==> config.mk <==
export PLATFORM = sky130hd
export DESIGN_NAME = data_fifo
export DESIGN_NICKNAME = d
export VERILOG_FILES = /design/src/rtl/data_fifo_pkg.sv /design/src/rtl/data_fifo_mem.sv /design/src/rtl/data_fifo.sv
export SDC_FILE = /design/constraint.sdc
export NUM_CORES = 1
export LEC_CHECK = 0
export ABC_AREA = 1
export CORE_UTILIZATION = 39
export DETAILED_ROUTE_END_ITERATION = 10
export GPL_TIMING_DRIVEN = 1
export PLACE_DENSITY = 0.62
export SYNTH_ARGS = -nofsm -noshare
export SYNTH_HDL_FRONTEND = slang
export SYNTH_SLANG_ARGS = --single-unit
export TNS_END_PERCENT = 1
==> constraint.sdc <==
create_clock -name clk -period 1.75 [get_ports clk]
set_input_delay 0.175 -clock clk [delete_from_list [all_inputs] [get_ports clk]]
set_output_delay 0.175 -clock clk [all_outputs]
set_load 0.03 [all_outputs]
==> src/rtl/data_fifo_pkg.sv <==
// rtl/data_fifo_pkg.sv - shared constants and types for the data FIFO
package data_fifo_pkg;

  localparam int DATA_FIFO_DATA_WIDTH    = 8;
  localparam int DATA_FIFO_DEFAULT_DEPTH = 16;

  typedef logic [7:0] data_fifo_byte_t;

endpackage

==> src/rtl/data_fifo_mem.sv <==
// rtl/data_fifo_mem.sv - register-array storage, one write port, one registered read port
module data_fifo_mem
  import data_fifo_pkg::*;
#(
  parameter int DEPTH      = DATA_FIFO_DEFAULT_DEPTH,
  parameter int DATA_WIDTH = DATA_FIFO_DATA_WIDTH,
  parameter int ADDR_W     = $clog2(DEPTH)
) (
  input  logic                  clk,
  input  logic                  wr_en_i,
  input  logic [ADDR_W-1:0]     wr_addr_i,
  input  logic [DATA_WIDTH-1:0] wr_data_i,
  input  logic                  rd_en_i,
  input  logic [ADDR_W-1:0]     rd_addr_i,
  output logic [DATA_WIDTH-1:0] rd_data_o
);

  logic [DATA_WIDTH-1:0] mem_q [DEPTH];
  logic [DATA_WIDTH-1:0] rd_data_q;

  // Write port; contents are deliberately never reset.
  always_ff @(posedge clk) begin
    if (wr_en_i) mem_q[wr_addr_i] <= wr_data_i;
  end

  // Registered read; same-address write in the same cycle returns the old entry.
  always_ff @(posedge clk) begin
    if (rd_en_i) rd_data_q <= mem_q[rd_addr_i];
  end

  assign rd_data_o = rd_data_q;

endmodule

==> src/rtl/data_fifo.sv <==
// rtl/data_fifo.sv - synchronous byte FIFO (optional DATA_FIFO_ALMOST_FULL_EN adds fifo_almost_full)
module data_fifo
  import data_fifo_pkg::*;
#(
  parameter int DEPTH             = DATA_FIFO_DEFAULT_DEPTH,
  parameter int DATA_WIDTH        = DATA_FIFO_DATA_WIDTH,
  parameter int ALMOST_FULL_LEVEL = 12
) (
  input  logic                    clk,
  input  logic                    rst,
  input  logic                    write_enable,
  input  logic [DATA_WIDTH-1:0]   write_data,
  input  logic                    fifo_request_data,
  output logic [DATA_WIDTH-1:0]   fifo_data,
  output logic                    fifo_empty,
  output logic                    fifo_full,
  output logic                    fifo_overflow,
  output logic [$clog2(DEPTH):0]  fifo_count
`ifdef DATA_FIFO_ALMOST_FULL_EN
  ,
  output logic                    fifo_almost_full
`endif
);

  localparam int ADDR_W = $clog2(DEPTH);
  localparam int CW     = ADDR_W + 1;
  localparam logic [CW-1:0] FULL_CNT = CW'(DEPTH);

  if (DEPTH < 4 || (DEPTH & (DEPTH - 1)) != 0 || ALMOST_FULL_LEVEL > DEPTH) begin : g_bad_cfg
    $error("data_fifo: DEPTH must be a power of two >= 4 and ALMOST_FULL_LEVEL <= DEPTH");
  end

  logic [ADDR_W-1:0]     wr_ptr_q, wr_ptr_d;
  logic [ADDR_W-1:0]     rd_ptr_q, rd_ptr_d;
  logic [CW-1:0]         count_q, count_d;
  logic                  overflow_q, overflow_d;
  // fifo_data must read 0 until the first pop, but the memory read register has no reset.
  logic                  data_valid_q, data_valid_d;
  logic [DATA_WIDTH-1:0] rd_data;
  logic                  push_ok, pop_ok, empty, full;

  assign empty   = (count_q == '0);
  assign full    = (count_q == FULL_CNT);
  assign pop_ok  = fifo_request_data && !empty;
  assign push_ok = write_enable && (!full || pop_ok);

  // Next-state for pointers, occupancy and the sticky overflow flag.
  always_comb begin
    wr_ptr_d     = wr_ptr_q;
    rd_ptr_d     = rd_ptr_q;
    count_d      = count_q;
    overflow_d   = overflow_q;
    data_valid_d = data_valid_q || pop_ok;
    if (push_ok) wr_ptr_d = wr_ptr_q + ADDR_W'(1);
    if (pop_ok)  rd_ptr_d = rd_ptr_q + ADDR_W'(1);
    if (push_ok && !pop_ok) count_d = count_q + CW'(1);
    if (pop_ok && !push_ok) count_d = count_q - CW'(1);
    if (write_enable && !push_ok) overflow_d = 1'b1;
  end

  // Control state; reset discards all contents on the edge.
  always_ff @(posedge clk) begin
    if (rst) begin
      wr_ptr_q     <= '0;
      rd_ptr_q     <= '0;
      count_q      <= '0;
      overflow_q   <= 1'b0;
      data_valid_q <= 1'b0;
    end else begin
      wr_ptr_q     <= wr_ptr_d;
      rd_ptr_q     <= rd_ptr_d;
      count_q      <= count_d;
      overflow_q   <= overflow_d;
      data_valid_q <= data_valid_d;
    end
  end

  data_fifo_mem #(
    .DEPTH      (DEPTH),
    .DATA_WIDTH (DATA_WIDTH),
    .ADDR_W     (ADDR_W)
  ) u_mem (
    .clk       (clk),
    .wr_en_i   (push_ok && !rst),
    .wr_addr_i (wr_ptr_q),
    .wr_data_i (write_data),
    .rd_en_i   (pop_ok && !rst),
    .rd_addr_i (rd_ptr_q),
    .rd_data_o (rd_data)
  );

  assign fifo_data     = data_valid_q ? rd_data : '0;
  assign fifo_empty    = empty;
  assign fifo_full     = full;
  assign fifo_overflow = overflow_q;
  assign fifo_count    = count_q;

`ifdef DATA_FIFO_ALMOST_FULL_EN
  localparam logic [CW-1:0] AF_CNT = CW'(ALMOST_FULL_LEVEL);
  logic almost_full_q;

  // Threshold flag tracks the next count so it moves on the same edge as occupancy.
  always_ff @(posedge clk) begin
    if (rst) almost_full_q <= 1'b0;
    else     almost_full_q <= (count_d >= AF_CNT);
  end

  assign fifo_almost_full = almost_full_q;
`endif

endmodule

==> results.ini <==
[run_status]
status = finished, violations left
violations = negative setup slack

[run]
cap_violations = 0

[global_route]
grt_max_degree = 67
grt_pass1_wl_um = 21560
groute.usage.overall_pct = 17.99
grt_pass1_vias = 3896
antenna_found_initial = 0
grt-ovfl-total = 0

[yosys]
yosysTopAreaCell = edfxtp_1
ys_async_sr_fraction_pct = 0
synth_area_sq_um = 6228
synth_top_area_share_pct = 65.57
synth_nets = 544
synth_area_leaders = edfxtp_1 66%, nor2_1 7.4%, o21ai_0 5.7%
synthFlopType = edfxtp_1
ys_warn_count = 0
synth-seq-cells = 151
ys_seq_area_share_pct = 70.39
synthMostInstantiatedCell = edfxtp_1
postSynthCellCount = 523
syn_area_per_cell_sq_um = 11.91
yosysUniqueCellTypes = 27
synth_commonest_cells = 136 x edfxtp_1, 122 x nor2_1, 71 x o21ai_0
synth_edf_count = 136

[placed_design]
port_buffers = 27
hpwlAfterDp_um = 8755
place_ws_ns = -0.1790
gp_congestion = 0.7722

[min_path]
min_from = rst
hold_depth = 3
min_path_type = in2reg
holdPathEnd = data_valid_q

[die]
die_area_sq_um = 16480
die_h_um = 128.4
core_area_sq_um = 15370
start_util_pct = 40.52
rows = 45
pin_count = 28
die_x_um = 128.4

[critical_path]
critPathMaxFanout = 4
regToRegEndpoint = fifo_count[4]
cp.required_ns = 2.06
r2r_slack_ns = -0.16
r2r_cells = 15
crit_chain = nor2_4, nand3_2, nand2_4, inv_2, nand2_2, inv_2, fa_2, nand2_1, nand2_1, a21oi_2, nand2_1, nand2_1, nand3_1, nand2_1, nor2_1
slowest_stage = fa_2
arrival_ns = 2.22
slowest_delay_ns = 0.36
critPathKind = reg2reg
startpoint_type = register
r2r_start = fifo_count[2]
cpMostUsedCell = nand2_1
crit_path_start = fifo_count[2]
crit_path_end_kind = register

[cells_and_area]
drive_gt1_share_pct = 18.91
finalNetCount = 616
diodes = 0
syn2layout_area_growth_pct = 24.11

[timing]
setup_viol = 2
slew_headroom_pct = 59.40
timing.final.max_slew_violations = 0
post-route-min-period_ns = 1.906
fin_skew_ns = 0.009770
fin_setup_tns_ns = -0.1841
fin_crit_sh_pct = 108.9
setup_ws_ns = -0.1558
hold_violations = 0
fmax_mhz = 524.7
tightestPinTransition_ns = 0.6071
rsz0062_at_grt = yes

[power]
power_mw = 10.36
p_leak_nw = 2.843
powerDensity_nw_per_um2 = 1341
ir_drop_mv = 0.7189

[routing]
vias_per_cell = 5.184
vias = 4246
wl_um = 13850
drt-initial-drc-count = 418
routedWlPerCell_um = 16.90
drc = 0
firstDrtPassIters = 5
final_antenna_net_count = 0

[cts]
clk_pin_slew_ns = 0.06
cts_tree = yes
insertion_delay_ns = 0.43
clockBufferDepth = 2
cts_hold_buf = 0
cts_root_buffer = clkbuf_16
cts_buffers = 17
clock-sinks = 151
htree_levels = 4

## routing by layer
layer	GRT usage, %	part of all wire (%)	up-vias
met5	0	0	-
met2	27.06	47	146
met3	4.283	6.3	15
met4	7.474	1.4	0
met1	25.10	45	2076
li1	-	-	2009
## state kept, by name, summed over array words and instances, names as in the netlist
name / count
rd_ptr_q: 4
wr_ptr_q: 4
fifo_overflow: 1
fifo_count: 5
u_mem.rd_data_o: 8
data_valid_q: 1
u_mem.mem_q: 128
## power breakdown
group / switching [mW] / internal [mW]
sequential: 0.0919 / 4.13
clock: 1.43 / 2.10
combinational: 1.64 / 0.966
## cell families after synthesis
kind of cell,synth area share [%]
and+or+nand+nor,12.45
DFF,70.39
AOI/OAI and AO/OA,10.65
buffers and inverters,4.018
adders and majority gates,1.929
xor gates and xnor gates,0.5624
## layout by cell type (no fill, tap or decap), types with 2 or more instances in the layout
cell	synthesis	routed
dlygate4sd2_1	0	11
clkinv_1	2	3
dlymetal6s2s_1	0	3
buf_6	3	11
a21oi_1	8	7
nand2_2	3	7
buf_12	0	4
ha_1	8	8
o221ai_1	7	7
nor2_4	0	2
o21ai_0	71	71
dfxtp_2	0	5
dfxtp_1	15	8
xor2_1	4	4
o211ai_1	25	25
nor2_2	1	8
clkbuf_16	0	17
nand2_1	35	31
inv_2	3	3
edfxtp_1	136	136
nor2_1	122	113
clkdlybuf4s50_1	0	12
bufinv_16	0	2
clkinv_2	0	2
dfxtp_4	0	2
clkinvlp_4	0	4
nand3_1	28	28
buf_4	3	37
inv_6	0	4
inv_1	23	22
## worst max path at each step
stage | endpoint | slack [ns] | cells after the start
after floorplan | u_mem.mem_q[3][0] | -0.12 | 8
after global routing | fifo_count[4] | -0.30 | 15
after CTS | fifo_count[4] | -0.12 | 15
after global placement | fifo_count[4] | -0.12 | 14
final | fifo_count[4] | -0.16 | 15
after detailed placement | fifo_count[4] | -0.18 | 14
## worst max-delay path: cells and delay by family, from the launching register on
kind | cells | cell delay, ns
AO/OA/AOI/OAI | 1 | 0.15
flip-flops | 1 | 0.33
adder cells (fa/ha/maj) | 1 | 0.36
AND/OR/NAND/NOR | 11 | 0.85
buffers and inverters | 2 | 0.10
## through the flow
step                instances  area, sq um  utilization [%]  hold WS (ns)
floorplan                 523         6259                -        0.2441
global placement          785         7074            46.02        0.4430
detailed placement        785         7074            46.02        0.4555
CTS                       817         7639            49.69        0.4587
global route              819         7730            50.29        0.4798
finish                    819         7730            50.29        0.4662
## area by class of cell
| class | instances | area (sq um) |
|---|---|---|
| Clock inverter | 14 | 147.6 |
| Tap cell | 211 | 264.0 |
| Timing Repair Buffer | 79 | 740.7 |
| Inverter | 28 | 107.6 |
| Sequential cell | 151 | 4398 |
| Multi-Input combinational cell | 318 | 1643 |
| Clock buffer | 18 | 429.2 |
| Fill cell | 1341 | 7641 |
## what timing repair did
item / 4_1_cts / 5_1_grt
pin swaps: 2 / 11
cloned: 0 / 0
gates resized for setup: 14 / 28
endpoints found under the setup margin: 15 / 136
setup buffers: 0 / 2
Power figures use the tool's default switching activity.
